===== src/rtl/timing_pkg.sv =====
// Shared types and constants for the timing sequencer and its config register bank.
package timing_pkg;

  typedef enum logic [2:0] {
    IDLE       = 3'd0,
    WAIT_FRAME = 3'd1,
    LAG        = 3'd2,
    RUN        = 3'd3,
    STOP_WAIT  = 3'd4
  } state_t;

  localparam logic [2:0] ADDR_PIX_S  = 3'd0;
  localparam logic [2:0] ADDR_LINE_S = 3'd1;
  localparam logic [2:0] ADDR_PIX_I  = 3'd2;
  localparam logic [2:0] ADDR_LINE_I = 3'd3;
  localparam logic [2:0] ADDR_LAG    = 3'd4;

  localparam int MIN_PIX   = 4;
  localparam int MIN_LINES = 2;

endpackage


===== src/rtl/timing_cfg_regs.sv =====
// Shadow/active config bank: validated writes land in shadow, commit copies to active
// either immediately when idle or in the cycle after a sensor frame pulse.
module timing_cfg_regs
  import timing_pkg::*;
#(
  parameter int bit_cnt_pix_sensor     = 12,
  parameter int bit_cnt_line_sensor    = 12,
  parameter int bit_cnt_pix_interface  = 12,
  parameter int bit_cnt_line_interface = 12,
  parameter int bit_cnt_lag            = 8
) (
  input  logic                              clk,
  input  logic                              reset,
  input  logic                              wr_valid,
  output logic                              wr_ready,
  input  logic [2:0]                        wr_addr,
  input  logic [15:0]                       wr_data,
  input  logic                              commit,
  input  logic                              idle,
  input  logic                              sync_frame_sensor,
  output logic [bit_cnt_pix_sensor-1:0]     pix_s,
  output logic [bit_cnt_line_sensor-1:0]    line_s,
  output logic [bit_cnt_pix_interface-1:0]  pix_i,
  output logic [bit_cnt_line_interface-1:0] line_i,
  output logic [bit_cnt_lag-1:0]            lag,
  output logic                              update,
  output logic                              pending,
  output logic                              err
);

  localparam logic [bit_cnt_pix_sensor-1:0]     MIN_PS = bit_cnt_pix_sensor'(MIN_PIX);
  localparam logic [bit_cnt_line_sensor-1:0]    MIN_LS = bit_cnt_line_sensor'(MIN_LINES);
  localparam logic [bit_cnt_pix_interface-1:0]  MIN_PI = bit_cnt_pix_interface'(MIN_PIX);
  localparam logic [bit_cnt_line_interface-1:0] MIN_LI = bit_cnt_line_interface'(MIN_LINES);

  logic [bit_cnt_pix_sensor-1:0]     sh_pix_s;
  logic [bit_cnt_line_sensor-1:0]    sh_line_s;
  logic [bit_cnt_pix_interface-1:0]  sh_pix_i;
  logic [bit_cnt_line_interface-1:0] sh_line_i;
  logic [bit_cnt_lag-1:0]            sh_lag;
  logic                              frame_q;
  logic                              copy;
  logic                              fire;
  logic                              bad;
  logic                              unused_data;

  // Upper data bits beyond each field width are deliberately ignored.
  assign unused_data = ^wr_data;

  assign copy     = pending & (idle | frame_q);
  assign wr_ready = ~copy;
  assign fire     = wr_valid & wr_ready;

  always_comb begin
    bad = 1'b0;
    case (wr_addr)
      ADDR_PIX_S:  bad = wr_data[bit_cnt_pix_sensor-1:0] < MIN_PS;
      ADDR_LINE_S: bad = wr_data[bit_cnt_line_sensor-1:0] < MIN_LS;
      ADDR_PIX_I:  bad = wr_data[bit_cnt_pix_interface-1:0] < MIN_PI;
      ADDR_LINE_I: bad = wr_data[bit_cnt_line_interface-1:0] < MIN_LI;
      ADDR_LAG:    bad = 1'b0;
      default:     bad = 1'b1;
    endcase
  end

  always_ff @(posedge clk) begin
    if (reset) begin
      sh_pix_s  <= '1;
      sh_line_s <= '1;
      sh_pix_i  <= '1;
      sh_line_i <= '1;
      sh_lag    <= '0;
      pix_s     <= '1;
      line_s    <= '1;
      pix_i     <= '1;
      line_i    <= '1;
      lag       <= '0;
      frame_q   <= 1'b0;
      update    <= 1'b0;
      pending   <= 1'b0;
      err       <= 1'b0;
    end else begin
      frame_q <= sync_frame_sensor;
      update  <= copy;
      if (fire && bad) err <= 1'b1;
      if (fire && !bad) begin
        case (wr_addr)
          ADDR_PIX_S:  sh_pix_s  <= wr_data[bit_cnt_pix_sensor-1:0];
          ADDR_LINE_S: sh_line_s <= wr_data[bit_cnt_line_sensor-1:0];
          ADDR_PIX_I:  sh_pix_i  <= wr_data[bit_cnt_pix_interface-1:0];
          ADDR_LINE_I: sh_line_i <= wr_data[bit_cnt_line_interface-1:0];
          ADDR_LAG:    sh_lag    <= wr_data[bit_cnt_lag-1:0];
          default:     ;
        endcase
      end
      // A commit landing in the copy cycle stays pending for the next boundary.
      if (copy) begin
        pix_s   <= sh_pix_s;
        line_s  <= sh_line_s;
        pix_i   <= sh_pix_i;
        line_i  <= sh_line_i;
        lag     <= sh_lag;
        pending <= commit;
      end else if (commit) begin
        pending <= 1'b1;
      end
    end
  end

endmodule


===== src/rtl/timing_sequencer.sv =====
// Sequences sensor then interface timing chains with a line-count lag, stops on a
// sensor frame boundary, and counts interface frames while running.
module timing_sequencer
  import timing_pkg::*;
#(
  parameter int bit_cnt_pix_sensor     = 12,
  parameter int bit_cnt_line_sensor    = 12,
  parameter int bit_cnt_pix_interface  = 12,
  parameter int bit_cnt_line_interface = 12,
  parameter int bit_cnt_lag            = 8
) (
  input  logic                              clk_gen,
  input  logic                              reset,
  input  logic                              start,
  input  logic                              stop,
  input  logic                              cfg_wr_valid,
  output logic                              cfg_wr_ready,
  input  logic [2:0]                        cfg_wr_addr,
  input  logic [15:0]                       cfg_wr_data,
  input  logic                              cfg_commit,
  input  logic                              sync_line_sensor,
  input  logic                              sync_frame_sensor,
  input  logic                              sync_frame_interface,
  output logic                              en_sensor,
  output logic                              en_interface,
  output logic [bit_cnt_pix_sensor-1:0]     pix_per_line_sensor,
  output logic [bit_cnt_line_sensor-1:0]    lines_per_frame_sensor,
  output logic [bit_cnt_pix_interface-1:0]  pix_per_line_interface,
  output logic [bit_cnt_line_interface-1:0] lines_per_frame_interface,
  output logic                              cfg_update,
  output logic                              commit_pending,
  output logic                              cfg_err,
  output logic [15:0]                       frame_cnt,
  output logic                              busy
);

  state_t                 state;
  logic [bit_cnt_lag-1:0] lag;
  logic [bit_cnt_lag-1:0] lag_tgt;
  logic [bit_cnt_lag-1:0] line_cnt;
  logic [bit_cnt_lag-1:0] line_nxt;

  assign busy     = (state != IDLE);
  assign line_nxt = line_cnt + 1'b1;

  timing_cfg_regs #(
    .bit_cnt_pix_sensor    (bit_cnt_pix_sensor),
    .bit_cnt_line_sensor   (bit_cnt_line_sensor),
    .bit_cnt_pix_interface (bit_cnt_pix_interface),
    .bit_cnt_line_interface(bit_cnt_line_interface),
    .bit_cnt_lag           (bit_cnt_lag)
  ) u_cfg (
    .clk              (clk_gen),
    .reset            (reset),
    .wr_valid         (cfg_wr_valid),
    .wr_ready         (cfg_wr_ready),
    .wr_addr          (cfg_wr_addr),
    .wr_data          (cfg_wr_data),
    .commit           (cfg_commit),
    .idle             (state == IDLE),
    .sync_frame_sensor(sync_frame_sensor),
    .pix_s            (pix_per_line_sensor),
    .line_s           (lines_per_frame_sensor),
    .pix_i            (pix_per_line_interface),
    .line_i           (lines_per_frame_interface),
    .lag              (lag),
    .update           (cfg_update),
    .pending          (commit_pending),
    .err              (cfg_err)
  );

  always_ff @(posedge clk_gen) begin
    if (reset) begin
      state        <= IDLE;
      en_sensor    <= 1'b0;
      en_interface <= 1'b0;
      frame_cnt    <= '0;
      line_cnt     <= '0;
      lag_tgt      <= '0;
    end else begin
      if (state == RUN && sync_frame_interface) frame_cnt <= frame_cnt + 1'b1;
      case (state)
        IDLE: begin
          if (start && !stop) begin
            state     <= WAIT_FRAME;
            en_sensor <= 1'b1;
            frame_cnt <= '0;
          end
        end
        WAIT_FRAME: begin
          if (stop) begin
            state <= STOP_WAIT;
          end else if (sync_frame_sensor) begin
            line_cnt <= '0;
            lag_tgt  <= lag;
            state    <= (lag == '0) ? RUN : LAG;
          end
        end
        LAG: begin
          // A line pulse coincident with a frame pulse is line 0, not a new line.
          if (stop) begin
            state <= STOP_WAIT;
          end else if (sync_line_sensor && !sync_frame_sensor) begin
            line_cnt <= line_nxt;
            if (line_nxt == lag_tgt) state <= RUN;
          end
        end
        RUN: begin
          en_interface <= 1'b1;
          if (stop) state <= STOP_WAIT;
        end
        STOP_WAIT: begin
          if (sync_frame_sensor) begin
            en_sensor    <= 1'b0;
            en_interface <= 1'b0;
            state        <= IDLE;
          end
        end
        default: state <= IDLE;
      endcase
    end
  end

endmodule


===== config.mk =====
export PLATFORM = sky130hd
export DESIGN_NAME = timing_sequencer
export DESIGN_NICKNAME = d
export VERILOG_FILES = /design/src/rtl/timing_pkg.sv /design/src/rtl/timing_cfg_regs.sv /design/src/rtl/timing_sequencer.sv
export SDC_FILE = /design/constraint.sdc
export NUM_CORES = 1
export LEC_CHECK = 0
export ABC_AREA = 1
export BUFFER_PORTS_ARGS = -buffer_cell sky130_fd_sc_hd__buf_2
export CORE_UTILIZATION = 30
export CTS_BUF_LIST = sky130_fd_sc_hd__clkbuf_8
export DETAILED_ROUTE_END_ITERATION = 7
export HOLD_SLACK_MARGIN = 0.1
export PLACE_DENSITY = 0.5
export SETUP_SLACK_MARGIN = 0.02
export SYNTH_ARGS = -nofsm -noshare
export SYNTH_HDL_FRONTEND = slang
export SYNTH_SLANG_ARGS = --single-unit

===== constraint.sdc =====
create_clock -name clk_gen -period 5.1 [get_ports clk_gen]
set_clock_uncertainty 0.15 [all_clocks]
set_input_delay 0.255 -clock clk_gen [delete_from_list [all_inputs] [get_ports clk_gen]]
set_output_delay 0.255 -clock clk_gen [all_outputs]
set_load 0.1 [all_outputs]

==> out/metrics.csv <==
metric,value,unit
status,finished clean,
wl_per_cell,13.4,um
worstPathMaxFanout,59,
vias,5559,
setup_ws,2260,ps
final_cell_mix,"nand2_1 (232), dfxtp_1 (153), nand3_1 (139), buf_2 (94), nor2_1 (56)",
clk_transition_reported_paths,100,ps
syn_to_final_growth,19.2,%
arrival,2440,ps
drv_cap,0,
cts_max_path_buffers,2,
layout-drive-gt1-share,17.0,%
drtIter0Drc,340,
routed_wl,16000,um
fin_crit_sh,55.7,%
dp_hpwl,10400,um
finalPower,3.51,mW
cts.sinks,153,
maxSlewHeadroom,45.2,%
post-synth-top-area-fraction,49.3,%
setup_tns,0,ps
ios,99,
die_w,146,um
end_kind,primary output,
final_common_cell,nand2_1,
syn_inst,824,
start_kind,flop,
path_class,flop to primary output,
core-area,20200,um^2
crit_required,4700,ps
grt_start_max_net_pins,77,
synth-seq-cells,153,
worst_pin_slew,821,ps
firstDrtPassIters,5,
rows,52,
dp.cells,1146,
leakage,3.28,nW
grt_pass1_wl,27000,um
grt-ovfl-total,0,
root_buffer,clkbuf_8,
cts_tree,yes,
hold_path.class,input pin to flop,
fmax,0.352,GHz
cts_buffers,17,
ys_warn_count,0,
syn_area_per_cell,7.53,um^2
drc,0,
setup_viol,0,
use_met1,21.3,%
nNetsFinal,945,
slew_viol_final,0,
ir_drop,0.294,mV
synth_top_area_cell,dfxtp_1,
powerDensity,475,nW/um^2
portBuffers,94,
die-area,21300,um^2
period_minus_slack,2840,ps
rsz0062_at_grt,no,
grtUsageMet3,4.08,%
fin_cells,1198,
preCtsSetupSlack,2370,ps
routed_via_density,4.64,
ant_nets,0,
yosysUniqueCellTypes,33,
fillers,2194,
finish.utilization,36.6,%
place_congestion,0.780,
grt_pass1_vias,5326,
synth.area.top_cells,"dfxtp_1 (49%), nand2_1 (14%), nand3_1 (11%)",
antenna_cells,0,
grtUsageTotal,15.7,%
grt_antenna_before_repair,0,
cts_resized,0,
insertion_delay,450,ps
top_usage_layer,met2,
die_y,146,um
cts_htree_levels,4,
synthesis.nets,854,
syn-cell-area,6210,um^2
hold_viol,0,
met2_usage,24.8,%
start_util,30.7,%
yosysSeqAreaShare,49.3,%
-- synthesized netlist by cell type (all sizes together) --
cell,number
o21a,4
nor4,4
dfxtp,153
o22ai,1
o21ai,24
nand3,143
buf,25
xnor2,6
o21bai,1
nor3,10
nor3b,2
nor2,65
nand2,236
nand4,38
clkbuf,23
xor2,4
ha,2
a21oi,32
a211o,1
inv,50
-- critical path, stage by stage, from the launching register on --
cell and delay [ps]:
dfxtp_1 490, nor2_2 70, inv_2 100, nor2_4 50, o21ai_4 180, buf_4 540, buf_2 540
-- sequential cells by signal, summed over array words and instances, names as in the netlist, 12 cells and up --
signal           flops
frame_cnt           16
u_cfg.sh_pix_i      12
u_cfg.pix_i         12
u_cfg.pix_s         12
u_cfg.sh_pix_s      12
u_cfg.line_i        12
u_cfg.sh_line_i     12
u_cfg.sh_line_s     12
u_cfg.line_s        12
-- per-layer routing --
layer / wire [um] / share of wire (%)
met2: 7120 / 44
met5: 0 / 0
met1: 7980 / 50
met4: 140 / 0.87
met3: 787 / 4.9
-- cells by family after synthesis --
logic type / count (synthesis) / synth area share, %
adder cells (fa/ha/maj): 2 / 0.403
AND/OR/NAND/NOR: 498 / 36.4
AO/OA/AOI/OAI: 63 / 5.54
flip-flops: 153 / 49.3
buffers and inverters: 98 / 6.91
XOR/XNOR: 10 / 1.41
-- per-stage QoR --
step / cell area, um^2 / hold WS [ps]
after floorplan: 6210 / 218
after global placement: 6820 / 291
after detailed placement: 6820 / 293
after CTS: 7400 / 117
after global routing: 7400 / 137
final: 7400 / 140
-- power breakdown --
part	switching, mW	internal, mW	leakage (nW)
clock	0.499	0.396	0.190
sequential	0.0806	1.32	1.25
combinational	0.999	0.218	1.84
total	1.58	1.93	3.28
-- area by class of cell --
type,count,area [um^2],area share (%)
Clock inverter,15,144,1.94
Timing Repair Buffer,120,716,9.67
Tap cell,270,338,4.57
Sequential cell,153,3060,41.4
Inverter,50,189,2.55
Multi-Input combinational cell,573,2720,36.7
Clock buffer,17,234,3.16
-- what timing repair did --
action                                  in CTS  in global routing
setup buffers                                0                  0
endpoints found under the hold margin       68                  0
endpoints found under the setup margin       0                  0
hold buffers                                20                  0
-- path summary, 6_finish.rpt --
check | startpoint | end | slack (ps) | cells past startpoint
setup / recovery | state[1] | cfg_wr_ready | 2260 | 6
setup reg to reg | state[1] | u_cfg.sh_pix_s[8] | 2350 | 10
hold reg to reg | u_cfg.sh_line_s[1] | u_cfg.sh_line_s[1] | 310 | 2
hold / removal | cfg_wr_valid | u_cfg.err | 140 | 4
Power figures use the tool's default switching activity.
